File: src/rtl/feistel_cipher_iter.sv
// -----------------------------------------------------------------------------
// feistel_cipher_iter
//
// Iterative Feistel block cipher engine. A single ARX round function is reused
// once per clock, so the datapath size does not depend on the round count.
// Round keys are written into a small key file by the key generator. Blocks
// stream in and out over valid/ready handshakes.
//
// Handshake rule (both s_ and m_ sides): a transfer happens on a rising clk
// edge where valid and ready are both high. A valid that meets ready low
// transfers nothing. Data is sampled only on the transfer edge.
//
// Ports:
//   clk          clock
//   reset        synchronous, active-high reset
//   key_we       round-key write strobe
//   key_idx      round-key index
//   key_wdata    round-key value (HALF bits)
//   key_err      one-cycle pulse when a key write is rejected
//   keys_loaded  high once every key index has been written since reset
//   s_valid      input block valid
//   s_ready      engine can accept a block (IDLE and keys loaded)
//   s_mode       0 = encrypt, 1 = decrypt, sampled at accept
//   s_data       input block, L = upper half, R = lower half
//   m_valid      output block valid (DONE state)
//   m_ready      downstream accepts the output
//   m_data       result {R_final, L_final}, held until the handshake
//   busy         high in RUN or DONE
// -----------------------------------------------------------------------------
module feistel_cipher_iter #(
    parameter int DATA_WIDTH = 256,
    parameter int ROUNDS     = 5,
    parameter int ROT        = 7,
    parameter int IDXW       = (ROUNDS > 1 ? $clog2(ROUNDS) : 1)
) (
    input  logic                    clk,
    input  logic                    reset,
    input  logic                    key_we,
    input  logic [IDXW-1:0]         key_idx,
    input  logic [DATA_WIDTH/2-1:0] key_wdata,
    output logic                    key_err,
    output logic                    keys_loaded,
    input  logic                    s_valid,
    output logic                    s_ready,
    input  logic                    s_mode,
    input  logic [DATA_WIDTH-1:0]   s_data,
    output logic                    m_valid,
    input  logic                    m_ready,
    output logic [DATA_WIDTH-1:0]   m_data,
    output logic                    busy
);

    localparam int HALF = DATA_WIDTH / 2;

    localparam logic [1:0] S_IDLE = 2'd0;
    localparam logic [1:0] S_RUN  = 2'd1;
    localparam logic [1:0] S_DONE = 2'd2;

    logic [1:0]            state;
    logic [HALF-1:0]       l_q;
    logic [HALF-1:0]       r_q;
    logic                  mode_q;
    logic [IDXW-1:0]       cnt;
    logic [HALF-1:0]       keys [ROUNDS];
    logic [ROUNDS-1:0]     mask;
    logic [ROUNDS-1:0]     mask_next;
    logic [DATA_WIDTH-1:0] m_data_q;

    logic                  key_ok;
    logic                  accept;
    logic [HALF-1:0]       round_key;
    logic [HALF-1:0]       f_sum;
    logic [HALF-1:0]       f_out;
    logic [HALF-1:0]       r_new;
    int                    key_sel;

    // Key writes land only while idle and only for existing indices.
    assign key_ok  = key_we && (state == S_IDLE) && (int'(key_idx) < ROUNDS);
    assign s_ready = (state == S_IDLE) && keys_loaded;
    assign accept  = s_valid && s_ready;
    assign m_valid = (state == S_DONE);
    assign busy    = (state != S_IDLE);
    assign m_data  = m_data_q;

    always_comb begin
        mask_next = mask;
        for (int i = 0; i < ROUNDS; i++) begin
            if (key_ok && int'(key_idx) == i) begin
                mask_next[i] = 1'b1;
            end
        end
    end

    // Decrypt walks the key schedule backwards.
    always_comb begin
        key_sel   = mode_q ? (ROUNDS - 1 - int'(cnt)) : int'(cnt);
        round_key = '0;
        for (int i = 0; i < ROUNDS; i++) begin
            if (key_sel == i) begin
                round_key = keys[i];
            end
        end
    end

    // F(x,k) = ROTL(x + k) ^ k. A zero rotate shifts the right term out
    // entirely, leaving the sum unchanged.
    always_comb begin
        f_sum = r_q + round_key;
        f_out = ((f_sum << ROT) | (f_sum >> (HALF - ROT))) ^ round_key;
        r_new = l_q ^ f_out;
    end

    always_ff @(posedge clk) begin
        if (reset) begin
            state       <= S_IDLE;
            l_q         <= '0;
            r_q         <= '0;
            mode_q      <= 1'b0;
            cnt         <= '0;
            mask        <= '0;
            keys_loaded <= 1'b0;
            key_err     <= 1'b0;
            m_data_q    <= '0;
            for (int i = 0; i < ROUNDS; i++) begin
                keys[i] <= '0;
            end
        end else begin
            key_err     <= key_we && !key_ok;
            mask        <= mask_next;
            // Reflects this edge's write, so it rises right after the last
            // missing key is stored.
            keys_loaded <= &mask_next;
            for (int i = 0; i < ROUNDS; i++) begin
                if (key_ok && int'(key_idx) == i) begin
                    keys[i] <= key_wdata;
                end
            end

            case (state)
                S_IDLE: begin
                    if (accept) begin
                        l_q    <= s_data[DATA_WIDTH-1:HALF];
                        r_q    <= s_data[HALF-1:0];
                        mode_q <= s_mode;
                        cnt    <= '0;
                        state  <= S_RUN;
                    end
                end
                S_RUN: begin
                    l_q <= r_q;
                    r_q <= r_new;
                    if (int'(cnt) == ROUNDS - 1) begin
                        // Final swap: output is {R', L'}.
                        m_data_q <= {r_new, r_q};
                        state    <= S_DONE;
                    end else begin
                        cnt <= cnt + IDXW'(1);
                    end
                end
                S_DONE: begin
                    if (m_ready) begin
                        state <= S_IDLE;
                    end
                end
                default: begin
                    state <= S_IDLE;
                end
            endcase
        end
    end

endmodule

File: config.mk
export PLATFORM = sky130hd
export DESIGN_NAME = feistel_cipher_iter
export DESIGN_NICKNAME = d
export VERILOG_FILES = /design/src/rtl/feistel_cipher_iter.sv
export SDC_FILE = /design/constraint.sdc
export NUM_CORES = 2
export LEC_CHECK = 0
export BUFFER_PORTS_ARGS = -buffer_cell sky130_fd_sc_hd__buf_2
export CAP_MARGIN = 10
export CORE_ASPECT_RATIO = 1.1
export CORE_UTILIZATION = 30
export CTS_CLUSTER_SIZE = 24
export DETAILED_ROUTE_END_ITERATION = 16
export SLEW_MARGIN = 20
export SYNTH_ARGS = -nofsm -noshare
export SYNTH_HDL_FRONTEND = slang
export SYNTH_SLANG_ARGS = --single-unit
File: constraint.sdc
create_clock -name clk -period 37.4 [get_ports clk]
set_input_delay 7.48 -clock clk [delete_from_list [all_inputs] [get_ports clk]]
set_output_delay 7.48 -clock clk [all_outputs]
set_load 0.02 [all_outputs]
==> out/metrics.cfg <==
[status]
status = finished clean

[finish]
final_cell_area_sq_um = 65010
fillers = 18710
drive_gt1_frac = 0.1491
area_growth_syn_to_layout_pct = 16.40
fin_nets = 6780

[synth]
synth_fp_nets = 6369
synth_mux_area_frac = 0.0003585
yosys_warnings = 0
synth-async-reset-ratio = 0
synth_compound_area_frac = 0.1783
syn_inst = 5817
synth_top_family_by_area = compound AO/OA/AOI/OAI gates
synth_area_sq_um = 55840
synth_xor_area_frac = 0.05944
yosysSeqAreaShare = 0.5323
synthAdderAreaFrac = 0.03576
postSynthAreaPerCell_sq_um = 9.600
synthSimpleGateAreaFrac = 0.1593
synth_ff_type = edfxtp_1
synth_edf_count = 640
yosysUniqueCellTypes = 80
synth_seq_cells = 1165

[setup_path]
crit_required_ns = 37.82
path_max_fanout = 65
reg2reg_slack_ns = 28.26
crit_slowest_cell = buf_4
reg2reg_to = r_q[110]
cp_data_arrival_time_ns = 10.85
worstSetupEndpoint = keys[0][579]
crit_start = key_idx[0]
reg2reg_depth = 25
end_kind = register
path_common_cell = buf_4
crit_chain = buf_2, o21ai_0, and3_4, nand2_1, nand2_4, buf_4, buf_4
cpPeakStageDelay_ns = 0.73
worstReg2RegStart = cnt[1]
critPathLaunchType = input port
critPathKind = in -> reg

[power]
p_seq_frac = 0.508
irDropWorstVdd_v = 0.00004694
p_sw_mw = 0.6862
power_density_nw_per_um2 = 42.62
clkPwrFrac = 0.415
power_leakage_nw = 24.65
p_comb_frac = 0.077
p_int_mw = 2.084
switching_share = 0.2477

[cts]
cts-buffers-inserted = 117
post_cts_buffers = 0
cts_tree = done
post_cts_resized = 0
clk_latency_ns = 0.80
clk_pin_slew_ns = 0.06
hold_buffers = 0
h-tree-depth = 3
clockBufferDepth = 3
clock-root-buffer = clkbuf_16
clock-sinks = 1165

[placed_design]
numPortBuffers = 653
dp_slack_ns = 26.11
place_area_sq_um = 61270
finalWeightedCongestion = 1.004
dpl.hpwl_um = 176700

[floorplanning]
ios = 654
rows = 165
initial_utilization = 0.3029
die-area_sq_um = 187900
die_h_um = 454.5
coreArea_sq_um = 184400
fp.dieW_um = 413.4

[sta]
fin_ws_ns = 26.97
maxSlewViolCount = 0
tightest_slew_ns = 1.244
rsz0062_at_grt = no
period_minus_slack_ns = 10.43
finalHoldViolCount = 0
fmax_mhz = 95.91
clock_skew_ns = 0.06328
tns_ns = 0
relSlewSlack = 0.1617
finalSetupViolCount = 0
hold-worst-slack_ns = 0.4506
period_share = 0.2788

[route]
viasPerCell = 5.410
wl_um = 234600
detail-route-antenna-nets = 0
drtIter0Drc = 4587
num_vias = 47370
wire_per_inst_um = 26.79
drc_errors = 0
dr.pass1.iters = 6

[global_route]
grt_max_degree = 187
grt_usage = 0.2403
grt_pass1_wl_um = 325900
antenna_found_initial = 86
gr-total-overflow = 0
grt_pass1_vias = 44320

[run]
maxCapViolations = 0

[min_path]
hold_class = reg -> reg

==> layout make-up <==
class,instances,area [sq um],area share
flip-flops and latches,1165,29730,0.4573
well taps,2421,3029,0.04660
diodes,12,30.03,0.0004619
repair buffers,733,3949,0.06074
multi-input cells,4143,24310,0.3740
inverters,68,257.7,0.003965
clock inverters,53,534.3,0.008219
clock buffers,162,3167,0.04872
==> cells by family (layout without fill, tap and decap cells) <==
kind of cell | count (synthesis) | count (layout)
xor gates and xnor gates | 379 | 379
DFF | 1165 | 1165
adders and majority gates | 159 | 159
and+or+nand+nor | 2038 | 2038
AOI/OAI and AO/OA | 1565 | 1565
muxes | 2 | 2
other | 0 | 12
buffers and inverters | 509 | 1016
==> metrics by stage <==
step                      instances    util  power [mW]
after floorplan                5817       -       1.547
after global placement         8526  0.3322       1.643
after detailed placement       8530  0.3323       1.647
after CTS                      8745  0.3524       2.788
after global routing           8750  0.3525       2.849
final                          8757  0.3526       2.771
==> placed cells by master (no fill, tap or decap), drive strengths merged, types with 6 or more instances in the layout <==
master,count
a211oi,172
a21boi,15
a21o,38
a21oi,471
a221oi,35
a22oi,116
a311oi,153
a31oi,18
and2,15
and3,146
and4,15
buf,733
clkbuf,162
clkinv,34
clkinvlp,7
dfxtp,525
diode,12
edfxtp,640
ha,158
inv,76
nand2,832
nand2b,15
nand3,256
nand4,69
nor2,590
nor2b,16
nor3,41
o211ai,21
o21a,23
o21ai,385
o21bai,46
o221ai,7
o31ai,12
o41ai,6
or2,13
or3,8
or4,8
xnor2,317
xor2,62
==> state kept, by name, indices dropped and copies added, names as in the netlist <==
register,flops
mode_q,1
r_q,128
keys_loaded,1
state,2
mask,5
cnt,3
l_q,128
keys,640
m_data,256
key_err,1
==> critical path: cells and delay by family <==
kind / cells / cell delay (ns)
AO/OA/AOI/OAI: 1 / 0.22
buffers and inverters: 3 / 1.43
AND/OR/NAND/NOR: 3 / 1.53
==> cells in the mapped netlist (all sizes together), types with 38 or more instances <==
master / instances / area [sq um]
a211oi: 172 / 1296
a21o: 38 / 285.3
a21oi: 471 / 2357
a22oi: 116 / 870.8
a311oi: 153 / 1340
and3: 146 / 913.4
buf: 45 / 185.2
clkbuf: 396 / 1486
dfxtp: 525 / 10510
edfxtp: 640 / 19220
ha: 158 / 1977
inv: 67 / 251.5
nand2: 832 / 3123
nand3: 256 / 1281
nand4: 69 / 431.7
nor2: 590 / 2215
nor3: 41 / 205.2
o21ai: 385 / 1931
o21bai: 46 / 349.1
xnor2: 317 / 2776
xor2: 62 / 543.0
==> how the worst min path moves through the flow <==
stage                 from  cells after the start     endpoint  slack [ns]
4_1_cts        m_data[103]                      2  m_data[103]        0.45
2_1_floorplan      mask[4]                      2      mask[4]        0.42
3_3_place_gp    m_data[26]                      2   m_data[26]        0.44
5_1_grt         m_data[43]                      2   m_data[43]        0.47
3_5_place_dp   m_data[103]                      2  m_data[103]        0.44
6_report        m_data[49]                      2   m_data[49]        0.45
==> metal layers <==
metal	global-route usage	part of all wire
met5	0	0.0029
met3	0.08089	0.10
met2	0.3698	0.44
met4	0.09289	0.039
met1	0.3090	0.41
==> power by group through the flow <==
stage | clock network, mW | registers [mW] | logic (mW)
after global placement | 0 | 1.43 | 0.211
after CTS | 1.17 | 1.41 | 0.213
after global routing | 1.21 | 1.41 | 0.226
after floorplan | 0 | 1.44 | 0.111
final | 1.15 | 1.41 | 0.213
after detailed placement | 0 | 1.43 | 0.213
No activity file was read; power rests on OpenSTA's default activity.
